### config.mk
export PLATFORM = sky130hd
export DESIGN_NAME = spi_reg_writer_flat
export DESIGN_NICKNAME = d
export VERILOG_FILES = /design/src/rtl/spi_reg_writer_pkg.sv /design/src/rtl/spi_reg_writer_if.sv /design/src/rtl/spi_reg_writer_sclk_gen.sv /design/src/rtl/spi_reg_writer.sv /design/src/flat_wrapper.sv
export SDC_FILE = /design/constraint.sdc
export NUM_CORES = 1
export LEC_CHECK = 0
export ABC_AREA = 1
export CAP_MARGIN = 40
export CELL_PAD_IN_SITES_DETAIL_PLACEMENT = 1
export CELL_PAD_IN_SITES_GLOBAL_PLACEMENT = 1
export CORE_MARGIN = 8
export CORE_UTILIZATION = 44
export DETAILED_ROUTE_END_ITERATION = 7
export HOLD_SLACK_MARGIN = 0.15
export PLACE_DENSITY = 0.87
export SKIP_LAST_GASP = 1
export SYNTH_ARGS = -nofsm -noshare
export SYNTH_HDL_FRONTEND = slang
export SYNTH_SLANG_ARGS = --single-unit
### constraint.sdc
create_clock -name clk -period 2.8 [get_ports clk]
set_clock_uncertainty 0.1 [all_clocks]
set_input_delay 0.56 -clock clk [delete_from_list [all_inputs] [get_ports clk]]
set_output_delay 0.56 -clock clk [all_outputs]
set_load 0.01 [all_outputs]
### src/rtl/spi_reg_writer_pkg.sv
// Shared definitions for the SPI register writer: frame layout, peripheral
// register map and controller state encoding.
package spi_pkg;

    localparam int   SPI_FRAME_W  = 16;
    localparam int   SPI_ADDR_W   = 7;
    localparam int   SPI_DATA_W   = 8;
    localparam logic SPI_RW_WRITE = 1'b1;

    localparam logic [SPI_ADDR_W-1:0] ADDR_EN_OUT_7_0  = 7'h00;
    localparam logic [SPI_ADDR_W-1:0] ADDR_EN_OUT_15_8 = 7'h01;
    localparam logic [SPI_ADDR_W-1:0] ADDR_EN_PWM_7_0  = 7'h02;
    localparam logic [SPI_ADDR_W-1:0] ADDR_EN_PWM_15_8 = 7'h03;
    localparam logic [SPI_ADDR_W-1:0] ADDR_PWM_DUTY    = 7'h04;

    typedef enum logic [2:0] {
        ST_IDLE  = 3'd0,
        ST_SETUP = 3'd1,
        ST_SHIFT = 3'd2,
        ST_HOLD  = 3'd3,
        ST_GAP   = 3'd4
    } spi_state_e;

    function automatic logic [SPI_FRAME_W-1:0] spi_build_frame(
        input logic [SPI_ADDR_W-1:0] addr,
        input logic [SPI_DATA_W-1:0] data
    );
        return {SPI_RW_WRITE, addr, data};
    endfunction

endpackage

### src/rtl/spi_reg_writer_if.sv
// Request port plus SPI pins of the register writer. "master" is the requester,
// "slave" is the writer block that serves requests and drives the SPI lines.
interface spi_reg_writer_if;
    import spi_pkg::*;

    logic                  req_valid;
    logic                  req_ready;
    logic [SPI_ADDR_W-1:0] req_addr;
    logic [SPI_DATA_W-1:0] req_data;
    logic                  sclk;
    logic                  ncs;
    logic                  copi;
    logic                  busy;
    logic                  done;

    modport master (
        output req_valid, req_addr, req_data,
        input  req_ready, sclk, ncs, copi, busy, done
    );

    modport slave (
        input  req_valid, req_addr, req_data,
        output req_ready, sclk, ncs, copi, busy, done
    );

endinterface

### src/rtl/spi_reg_writer_sclk_gen.sv
// Half-period tick generator: o_tick fires on the last clk cycle of each
// CLK_DIV-long SCLK half period while enabled.
module spi_sclk_gen #(
    parameter int unsigned CLK_DIV = 4
) (
    input  logic clk,
    input  logic rst_n,
    input  logic i_en,
    input  logic i_clr,
    output logic o_tick
);

    localparam int unsigned CNT_W = $clog2(CLK_DIV);

    logic [CNT_W-1:0] r_cnt;
    logic             w_wrap;

    assign w_wrap = (r_cnt == CNT_W'(CLK_DIV - 32'd1));
    assign o_tick = i_en && w_wrap;

    // Half-period counter; parks at zero whenever the shifter is not running.
    always_ff @(posedge clk or negedge rst_n) begin
        if (!rst_n) begin
            r_cnt <= '0;
        end else if (i_clr || !i_en || w_wrap) begin
            r_cnt <= '0;
        end else begin
            r_cnt <= r_cnt + CNT_W'(1);
        end
    end

endmodule

### src/rtl/spi_reg_writer.sv
// SPI mode-0 initiator writing one 8-bit peripheral register per accepted
// request as a 16-bit frame {write, addr[6:0], data[7:0]}, MSB first.
module spi_reg_writer
    import spi_pkg::*;
#(
    parameter int unsigned CLK_DIV  = 4,
    parameter int unsigned CS_SETUP = 2,
    parameter int unsigned CS_HOLD  = 2,
    parameter int unsigned IDLE_GAP = 2
) (
    input logic             clk,
    input logic             rst_n,
    spi_reg_writer_if.slave bus
);

    // The peripheral double-flops SCLK, so shorter half periods are unsafe.
    if (CLK_DIV < 4) begin : g_clk_div_check
        $error("spi_reg_writer: CLK_DIV must be >= 4");
    end

    spi_state_e             r_state;
    spi_state_e             w_state_nxt;
    logic [15:0]            r_cnt;
    logic [15:0]            w_cnt_nxt;
    logic [3:0]             r_bit_cnt;
    logic [3:0]             w_bit_nxt;
    logic [SPI_FRAME_W-1:0] r_shreg;
    logic [SPI_FRAME_W-1:0] w_shreg_nxt;
    logic                   r_sclk;
    logic                   w_sclk_nxt;
    logic                   r_ncs;
    logic                   w_ncs_nxt;
    logic                   r_busy;
    logic                   w_busy_nxt;
    logic                   r_done;
    logic                   w_done_nxt;
    logic                   w_ready;
    logic                   w_accept;
    logic                   w_tick;
    logic                   w_frame_end;

    assign w_ready  = (r_state == ST_IDLE);
    assign w_accept = bus.req_valid && w_ready;

    spi_sclk_gen #(.CLK_DIV(CLK_DIV)) u_sclk_gen (
        .clk    (clk),
        .rst_n  (rst_n),
        .i_en   (r_state == ST_SHIFT),
        .i_clr  (w_accept),
        .o_tick (w_tick)
    );

    // State and output registers; copi is the shift register MSB.
    always_ff @(posedge clk or negedge rst_n) begin
        if (!rst_n) begin
            r_state   <= ST_IDLE;
            r_cnt     <= 16'd0;
            r_bit_cnt <= 4'd0;
            r_shreg   <= '0;
            r_sclk    <= 1'b0;
            r_ncs     <= 1'b1;
            r_busy    <= 1'b0;
            r_done    <= 1'b0;
        end else begin
            r_state   <= w_state_nxt;
            r_cnt     <= w_cnt_nxt;
            r_bit_cnt <= w_bit_nxt;
            r_shreg   <= w_shreg_nxt;
            r_sclk    <= w_sclk_nxt;
            r_ncs     <= w_ncs_nxt;
            r_busy    <= w_busy_nxt;
            r_done    <= w_done_nxt;
        end
    end

    // Next-state and next-output logic for the frame sequencer.
    always_comb begin
        w_state_nxt = r_state;
        w_cnt_nxt   = r_cnt;
        w_bit_nxt   = r_bit_cnt;
        w_shreg_nxt = r_shreg;
        w_sclk_nxt  = r_sclk;
        w_ncs_nxt   = r_ncs;
        w_busy_nxt  = r_busy;
        w_done_nxt  = 1'b0;
        w_frame_end = 1'b0;

        case (r_state)
            ST_IDLE: begin
                w_sclk_nxt  = 1'b0;
                w_ncs_nxt   = 1'b1;
                w_shreg_nxt = '0;
                w_busy_nxt  = 1'b0;
                w_cnt_nxt   = 16'd0;
                w_bit_nxt   = 4'd0;
                if (w_accept) begin
                    w_shreg_nxt = spi_build_frame(bus.req_addr, bus.req_data);
                    w_ncs_nxt   = 1'b0;
                    w_busy_nxt  = 1'b1;
                    w_state_nxt = (CS_SETUP == 0) ? ST_SHIFT : ST_SETUP;
                end else begin
                    w_state_nxt = ST_IDLE;
                end
            end
            ST_SETUP: begin
                if (r_cnt == 16'(CS_SETUP - 32'd1)) begin
                    w_cnt_nxt   = 16'd0;
                    w_state_nxt = ST_SHIFT;
                end else begin
                    w_cnt_nxt = r_cnt + 16'd1;
                end
            end
            ST_SHIFT: begin
                if (w_tick && !r_sclk) begin
                    w_sclk_nxt = 1'b1;
                end else if (w_tick) begin
                    w_sclk_nxt = 1'b0;
                    // Last bit stays on copi through the hold window.
                    if (r_bit_cnt == 4'd15) begin
                        w_bit_nxt = 4'd0;
                        if (CS_HOLD == 0) begin
                            w_frame_end = 1'b1;
                        end else begin
                            w_state_nxt = ST_HOLD;
                        end
                    end else begin
                        w_bit_nxt   = r_bit_cnt + 4'd1;
                        w_shreg_nxt = {r_shreg[SPI_FRAME_W-2:0], 1'b0};
                    end
                end else begin
                    w_state_nxt = ST_SHIFT;
                end
            end
            ST_HOLD: begin
                if (r_cnt == 16'(CS_HOLD - 32'd1)) begin
                    w_frame_end = 1'b1;
                end else begin
                    w_cnt_nxt = r_cnt + 16'd1;
                end
            end
            ST_GAP: begin
                if (r_cnt == 16'(IDLE_GAP - 32'd1)) begin
                    w_cnt_nxt   = 16'd0;
                    w_busy_nxt  = 1'b0;
                    w_state_nxt = ST_IDLE;
                end else begin
                    w_cnt_nxt = r_cnt + 16'd1;
                end
            end
            default: begin
                w_state_nxt = ST_IDLE;
                w_ncs_nxt   = 1'b1;
                w_sclk_nxt  = 1'b0;
                w_shreg_nxt = '0;
                w_busy_nxt  = 1'b0;
            end
        endcase

        if (w_frame_end) begin
            w_ncs_nxt   = 1'b1;
            w_shreg_nxt = '0;
            w_done_nxt  = 1'b1;
            w_cnt_nxt   = 16'd0;
            if (IDLE_GAP == 0) begin
                w_busy_nxt  = 1'b0;
                w_state_nxt = ST_IDLE;
            end else begin
                w_state_nxt = ST_GAP;
            end
        end else begin
            w_done_nxt = 1'b0;
        end
    end

    assign bus.req_ready = w_ready;
    assign bus.sclk      = r_sclk;
    assign bus.ncs       = r_ncs;
    assign bus.copi      = r_shreg[SPI_FRAME_W-1];
    assign bus.busy      = r_busy;
    assign bus.done      = r_done;

endmodule

### src/flat_wrapper.sv
// flat-port wrapper written by rule: the top's interface ports become plain ports
module spi_reg_writer_flat import spi_pkg::*;
#(
    parameter int unsigned CLK_DIV  = 4,
    parameter int unsigned CS_SETUP = 2,
    parameter int unsigned CS_HOLD  = 2,
    parameter int unsigned IDLE_GAP = 2
)
  (clk, rst_n, bus_req_valid, bus_req_addr, bus_req_data, bus_req_ready, bus_sclk, bus_ncs, bus_copi, bus_busy, bus_done);
  spi_reg_writer_if bus_i ();
  input logic clk;
  input logic rst_n;
  input wire logic [$bits(bus_i.req_valid)-1:0] bus_req_valid;
  input wire logic [$bits(bus_i.req_addr)-1:0] bus_req_addr;
  input wire logic [$bits(bus_i.req_data)-1:0] bus_req_data;
  output wire logic [$bits(bus_i.req_ready)-1:0] bus_req_ready;
  output wire logic [$bits(bus_i.sclk)-1:0] bus_sclk;
  output wire logic [$bits(bus_i.ncs)-1:0] bus_ncs;
  output wire logic [$bits(bus_i.copi)-1:0] bus_copi;
  output wire logic [$bits(bus_i.busy)-1:0] bus_busy;
  output wire logic [$bits(bus_i.done)-1:0] bus_done;
  assign bus_i.req_valid = bus_req_valid;
  assign bus_i.req_addr = bus_req_addr;
  assign bus_i.req_data = bus_req_data;
  assign bus_req_ready = bus_i.req_ready;
  assign bus_sclk = bus_i.sclk;
  assign bus_ncs = bus_i.ncs;
  assign bus_copi = bus_i.copi;
  assign bus_busy = bus_i.busy;
  assign bus_done = bus_i.done;
  spi_reg_writer #(.CLK_DIV(CLK_DIV), .CS_SETUP(CS_SETUP), .CS_HOLD(CS_HOLD), .IDLE_GAP(IDLE_GAP)) u_core (.clk(clk), .rst_n(rst_n), .bus(bus_i));
endmodule
## Word level (Yosys, flattened, before mapping)

Cells that the tools add are included.

| storage, ports and cells | value |
|---|---|
| logic and storage cells | 90 |
| memories kept | 0 |
| output and inout bits | 6 |
| register bits | 45 |
| bits in latches | 0 |
| bits in read-only memories | 0 |
| bits in writable memories | 0 |

| cells by class | value |
|---|---|
| bitwise logic cells | 2 |
| reductions and logical operators | 20 |
| equal/unequal tests | 21 |
| multiplexer cells | 35 |
| order comparisons | 0 |
| add/sub/neg operators | 3 |
| shift-type cells | 0 |
| div/mod/pow operators | 0 |
| $mul | 0 |

Operators with widths:

| kind | number |
|---|---|
| 16-bit two-way mux | 8 |
| 16-bit case mux with 3 select lines | 2 |
| 3-bit two-way mux | 6 |
| 16-bit by 1-bit adder with 16-bit output (second input constant) | 1 |
| 16-bit by 1-bit == test with 1-bit output (second input constant) | 1 |
| 3-bit case mux with 5 select lines | 1 |
| 4-bit two-way mux | 3 |
| 3-bit by 1-bit inequality test with 1-bit output (second input constant) | 4 |
| 1-bit two-way mux | 10 |
| 2-bit by 1-bit inequality test with 1-bit output (second input constant) | 5 |
| 3-bit by 2-bit inequality test with 1-bit output (second input constant) | 3 |
| 4-bit case mux with 2 select lines | 1 |
| 3-bit by 2-bit == test with 1-bit output (second input constant) | 2 |
| 2-bit AND reduction | 3 |
| 3-bit OR reduction | 2 |
| 5-bit AND reduction | 1 |
| 4-bit by 1-bit adder with 4-bit output (second input constant) | 1 |
| 4-bit == test (second input constant) | 1 |
| 4-bit inequality test (second input constant) | 1 |
| 1-bit case mux with 2 select lines | 2 |
| 4-bit AND reduction | 1 |
| 4-bit nonzero test | 1 |
| 4-bit OR reduction | 1 |
| 3-bit by 1-bit == test with 1-bit output (second input constant) | 1 |
| other kinds (14) | 19 |

## Depth between registers and ports, before layout

| depth | value |
|---|---|
| depth in word-level cells | 6 |
| gate-level depth with buffers | 11 |
| depth with buffers taken out | 11 |

## Hierarchy

A second synthesis with hierarchy kept.

| second synthesis, totals | value |
|---|---|
| cell total of the unflattened synthesis | 361 |
| area, all modules | 2,586.2 um^2 |

Modules (own cells, without submodules):

| module | times used | seq. area each (um^2) | area an instance (um^2) | cells an instance |
|---|---|---|---|---|
| spi_reg_writer | 1 | 1,077.3 | 2,487.4 | 350 |
| spi_sclk_gen | 1 | 50.0 | 98.8 | 11 |

## Worst setup path after synthesis

No wires, ideal clock.

| timing path | value |
|---|---|
| path kind | reg2reg |
| start point | register u_core.r_cnt[1] |
| end point | register u_core.r_shreg[15] |
| arrival | 1.359 ns |
| path slack | 1.224 ns |
| setup time | 0.117 ns |
| stages on the path, launching flop included | 11 |
| cells stage by stage | dfrtp_1 inv_1 ha_1 inv_1 nor2_1 nand2_1 nor2_1 nand3_2 buf_2 nand3_1 nand2_1 |

| between the ends | value |
|---|---|
| longest elaborated chain between the ends | 5 |
| elaborated cells on any way between the ends | 9 |
| those cells by class | eq/ne: 5; mux: 3; reduce/logical: 1 |

RTL lines:

| item | RTL line | RTL |
|---|---|---|
| start, declared | spi_reg_writer.sv:23 | `logic [15:0] r_cnt;` |
| start signal, assigned | spi_reg_writer.sv:66 | `r_cnt <= w_cnt_nxt;` |
| 16-bit by 1-bit == test with 1-bit output (*) | spi_reg_writer.sv:135 | `if (r_cnt == 16'(CS_HOLD - 32'd1)) begin` |
| 1-bit two-way mux (*) | spi_reg_writer.sv:135 |  |
| 1-bit two-way mux (*) | spi_reg_writer.sv:88 | `case (r_state)` |
| 3-bit by 1-bit inequality test with 1-bit output (no line), or another cell as far along | n/a |  |
| 4-bit AND reduction (no line) | n/a |  |
| end signal, assigned | spi_reg_writer.sv:68 | `r_shreg <= w_shreg_nxt;` |
| end, declared | spi_reg_writer.sv:27 | `logic [SPI_FRAME_W-1:0] r_shreg;` |

Every way passes the cells marked *; elsewhere a longest branch is shown, timed or not.
A chain may end at the register's enable or synchronous reset.

## Worst setup path in the final report

| timing path | value |
|---|---|
| start point | register u_core.r_state[0] |
| end point | output bus_req_ready |

| between the ends | value |
|---|---|
| longest elaborated chain between the ends | 1 |

RTL lines:

| item | RTL line | RTL |
|---|---|---|
| start, declared | spi_reg_writer.sv:21 | `spi_state_e r_state;` |
| start signal, assigned | spi_reg_writer.sv:65 | `r_state <= w_state_nxt;` |
| 3-bit logical NOT | spi_reg_writer.sv:42 | `assign w_ready = (r_state == ST_IDLE);` |
| end, declared | flat_wrapper.sv:16 | `output wire logic [$bits(bus_i.req_ready)-1:0] bus_req_ready;` |

Every way passes these cells.

==> results.toml <==
[clocking]
cts_sinks = 45
insertion_delay_ns = 0.31
clock_path_buffers = 2
cts.repair.resized = 0
h-tree-depth = 2
post-cts-setup-buffer-count = 0
cts_tree = "built"
clk_pin_slew_ns = 0.09
cts_root_buffer = "clkbuf_8"
cts_hold_buf = 0
cts-buffers-inserted = 5

[grt]
grt_pass1_wl_um = 11400
grt_pass1_vias = 2548
grt_max_degree = 26
antenna_found_initial = 0
grt.total_usage_pct = 16.4
overflow = 0

[setup_path]
start_kind = "flop"
max_stage_delay_ns = 0.56
arrival_ns = 1.65
critPathCaptureType = "output pin"
crit_required_ns = 2.14
criticalPathCategory = "flop to output pin"
crit_family = "buffers and inverters"
crit_slowest_cell = "clkdlybuf4s50_1"
worstPathMaxFanout = 5
worstPathCellList = "inv_1 -> nand2_1 -> nor2_1 -> clkdlybuf4s50_1"
path_buf_inv = 2

[route]
ant_nets = 0
wire_per_inst_um = 14.4
vias = 2327
drt_pass1_iterations = 4
wl_um = 6480
drc_errors = 0
avgViaCountPerCell = 5.16
drt_iter0_drc = 84

[sta]
fmax_mhz = 433
period_minus_slack_ns = 2.31
setup_tns_ns = 0
drv_slew = 0
hold_viol = 0
finalCritPeriodShare_pct = 82.6
slew_headroom_pct = 59.6
tightest_slew_ns = 0.605
setup_viol = 0
rsz0062_at_grt = "no"

[synthesis]
synthSimpleGateAreaFrac_pct = 39.9
syn-instance-count = 351
synth_fa_ha_area_share_pct = 1.99
synth_fp_nets = 373
synth_top_family_by_area = "simple AND/OR/NAND/NOR gates"
synth.cell_area_um2 = 2520
ys_types = 27
synth-xor-area-share_pct = 2.09
synth_seq_cells = 45
synthMuxAreaShare_pct = 0
synth_compound_area_share_pct = 4.87
synth.avg_cell_area_um2 = 7.17
yosys_warnings = 0
yosysSeqAreaShare_pct = 44.8

[finish]
final_cell_mix = "nand2_1 (144), dfrtp_1 (44), nor2_1 (42)"
nFillCells = 735
fin_cells = 451
drive_above_1_share_pct = 7.92
layout_commonest_cell = "nand2_1"
antennaDiodeCount = 0
area_growth_pct = 15.1
final_net_count = 400

[pwr]
power.leakage_uw = 0.00146
power_density_nw_per_um2 = 377
ir_worst_vdd_mv = 0.233
total_power_uw = 1090

[floorplan]
core_area_um2 = 5510
start_util_pct = 45.7
core.rowCount = 27
io_pins = 24
die_area_um2 = 8390
die_w_um = 91.6
die_h_um = 91.6

[flow_run]
drv_cap = 0

[worst_hold_path]
hp-class = "input port to asynchronous set/reset pin"

[place]
portBuffers = 23
gp_congestion = 0.782
dp_hpwl_um = 4830
placed_cells = 443

[run_status]
status = "complete, no violations"
[cell usage after synthesis]
library cell | number | area, um2
o21bai_1 | 1 | 7.51
inv_2 | 3 | 11.3
buf_6 | 1 | 11.3
inv_1 | 28 | 105
nand3b_1 | 1 | 7.51
nor2_2 | 4 | 25.0
dfstp_2 | 1 | 26.3
nor3_1 | 5 | 25.0
o211ai_1 | 2 | 15.0
o22ai_1 | 1 | 6.26
nor2_4 | 1 | 11.3
nand2_1 | 144 | 541
nand3_4 | 1 | 17.5
nand4_1 | 5 | 31.3
dfrtp_1 | 44 | 1100
nand2_2 | 5 | 31.3
nor2_1 | 42 | 158
nand2_4 | 1 | 11.3
nand3_2 | 1 | 10.0
buf_4 | 3 | 22.5
o21ai_0 | 11 | 55.1
buf_2 | 2 | 10.0
a21oi_1 | 6 | 30.0
nand3_1 | 27 | 135
a21oi_2 | 1 | 8.76
xor2_1 | 6 | 52.6
ha_1 | 4 | 50.1
[through the flow]
stage | hold slack, ns | setup slack, ns | area, um2 | util [%]
5_1_grt | 0.202 | 0.409 | 2900 | 52.6
3_5_place_dp | 0.354 | 0.805 | 2810 | 51.0
6_report | 0.146 | 0.488 | 2900 | 52.6
2_1_floorplan | 0.164 | 1.22 | 2520 | -
3_3_place_gp | 0.320 | 0.831 | 2810 | 51.0
4_1_cts | 0.154 | 0.460 | 2900 | 52.6
[worst register-to-register path, cell delays in order (launching register included)]
cell	delay, ns
dfrtp_1	0.46
nor2_2	0.18
nand2_2	0.11
inv_1	0.07
buf_4	0.23
nand2_1	0.13
nand3_4	0.23
nand2_4	0.18
nand2_1	0.11
nand2_1	0.06
[final timing paths]
| kind | slack [ns] | depth (start not counted) | endpoint | start |
|---|---|---|---|---|
| setup / recovery | 0.49 | 4 | bus_req_ready | u_core.r_state[0] |
| min in group clk | 0.35 | 1 | u_core.u_sclk_gen.r_cnt[0] | u_core.u_sclk_gen.r_cnt[0] |
| max in group asynchronous | 1.85 | 2 | u_core.r_cnt[11] | rst_n |
| hold / removal | 0.15 | 1 | u_core.r_cnt[10] | rst_n |
| hold reg to reg | 0.35 | 1 | u_core.u_sclk_gen.r_cnt[0] | u_core.u_sclk_gen.r_cnt[0] |
| setup reg to reg | 0.82 | 9 | u_core.r_shreg[5] | u_core.r_state[0] |
[state kept, by name, summed over array words and instances, names as in the netlist]
| register | flops |
|---|---|
| u_core.bus.busy | 1 |
| u_core.r_bit_cnt | 4 |
| u_core.r_state | 3 |
| u_core.r_cnt | 16 |
| u_core.bus.ncs | 1 |
| u_core.bus.done | 1 |
| u_core.bus.sclk | 1 |
| u_core.r_shreg | 16 |
| u_core.u_sclk_gen.r_cnt | 2 |
[layout make-up]
type                            instances  area, um2  share of cell area (%)
Multi-Input combinational cell        269       1230                    42.4
Sequential cell                        45       1130                    38.9
Timing Repair Buffer                   26        248                    8.55
Inverter                               31        116                    4.02
Tap cell                               72       90.1                    3.11
Clock buffer                            5       68.8                    2.38
Clock inverter                          3       17.5                   0.605
[layer usage]
layer / wire length, um / global-route usage, %
met1: 2900 / 18.6
met2: 3330 / 29.3
met3: 135 / 2.93
met4: 119 / 7.23
met5: 0 / 0
[cell families (layout without fill, tap and decap cells)]
group                      count (synthesis)  in the layout
AOI/OAI and AO/OA                         22             22
xor gates and xnor gates                   6              6
adders and majority gates                  4              4
buffers and inverters                     37             65
DFF                                       45             45
and+or+nand+nor                          237            237
[power breakdown]
| part | leakage [uW] | internal (uW) | switching [uW] | total (uW) |
|---|---|---|---|---|
| logic | 0.000877 | 21.5 | 16.5 | 38.1 |
| registers | 0.000535 | 649 | 0 | 649 |
| clock network | 0.0000439 | 173 | 232 | 404 |
(Power assumes the default switching activity.)
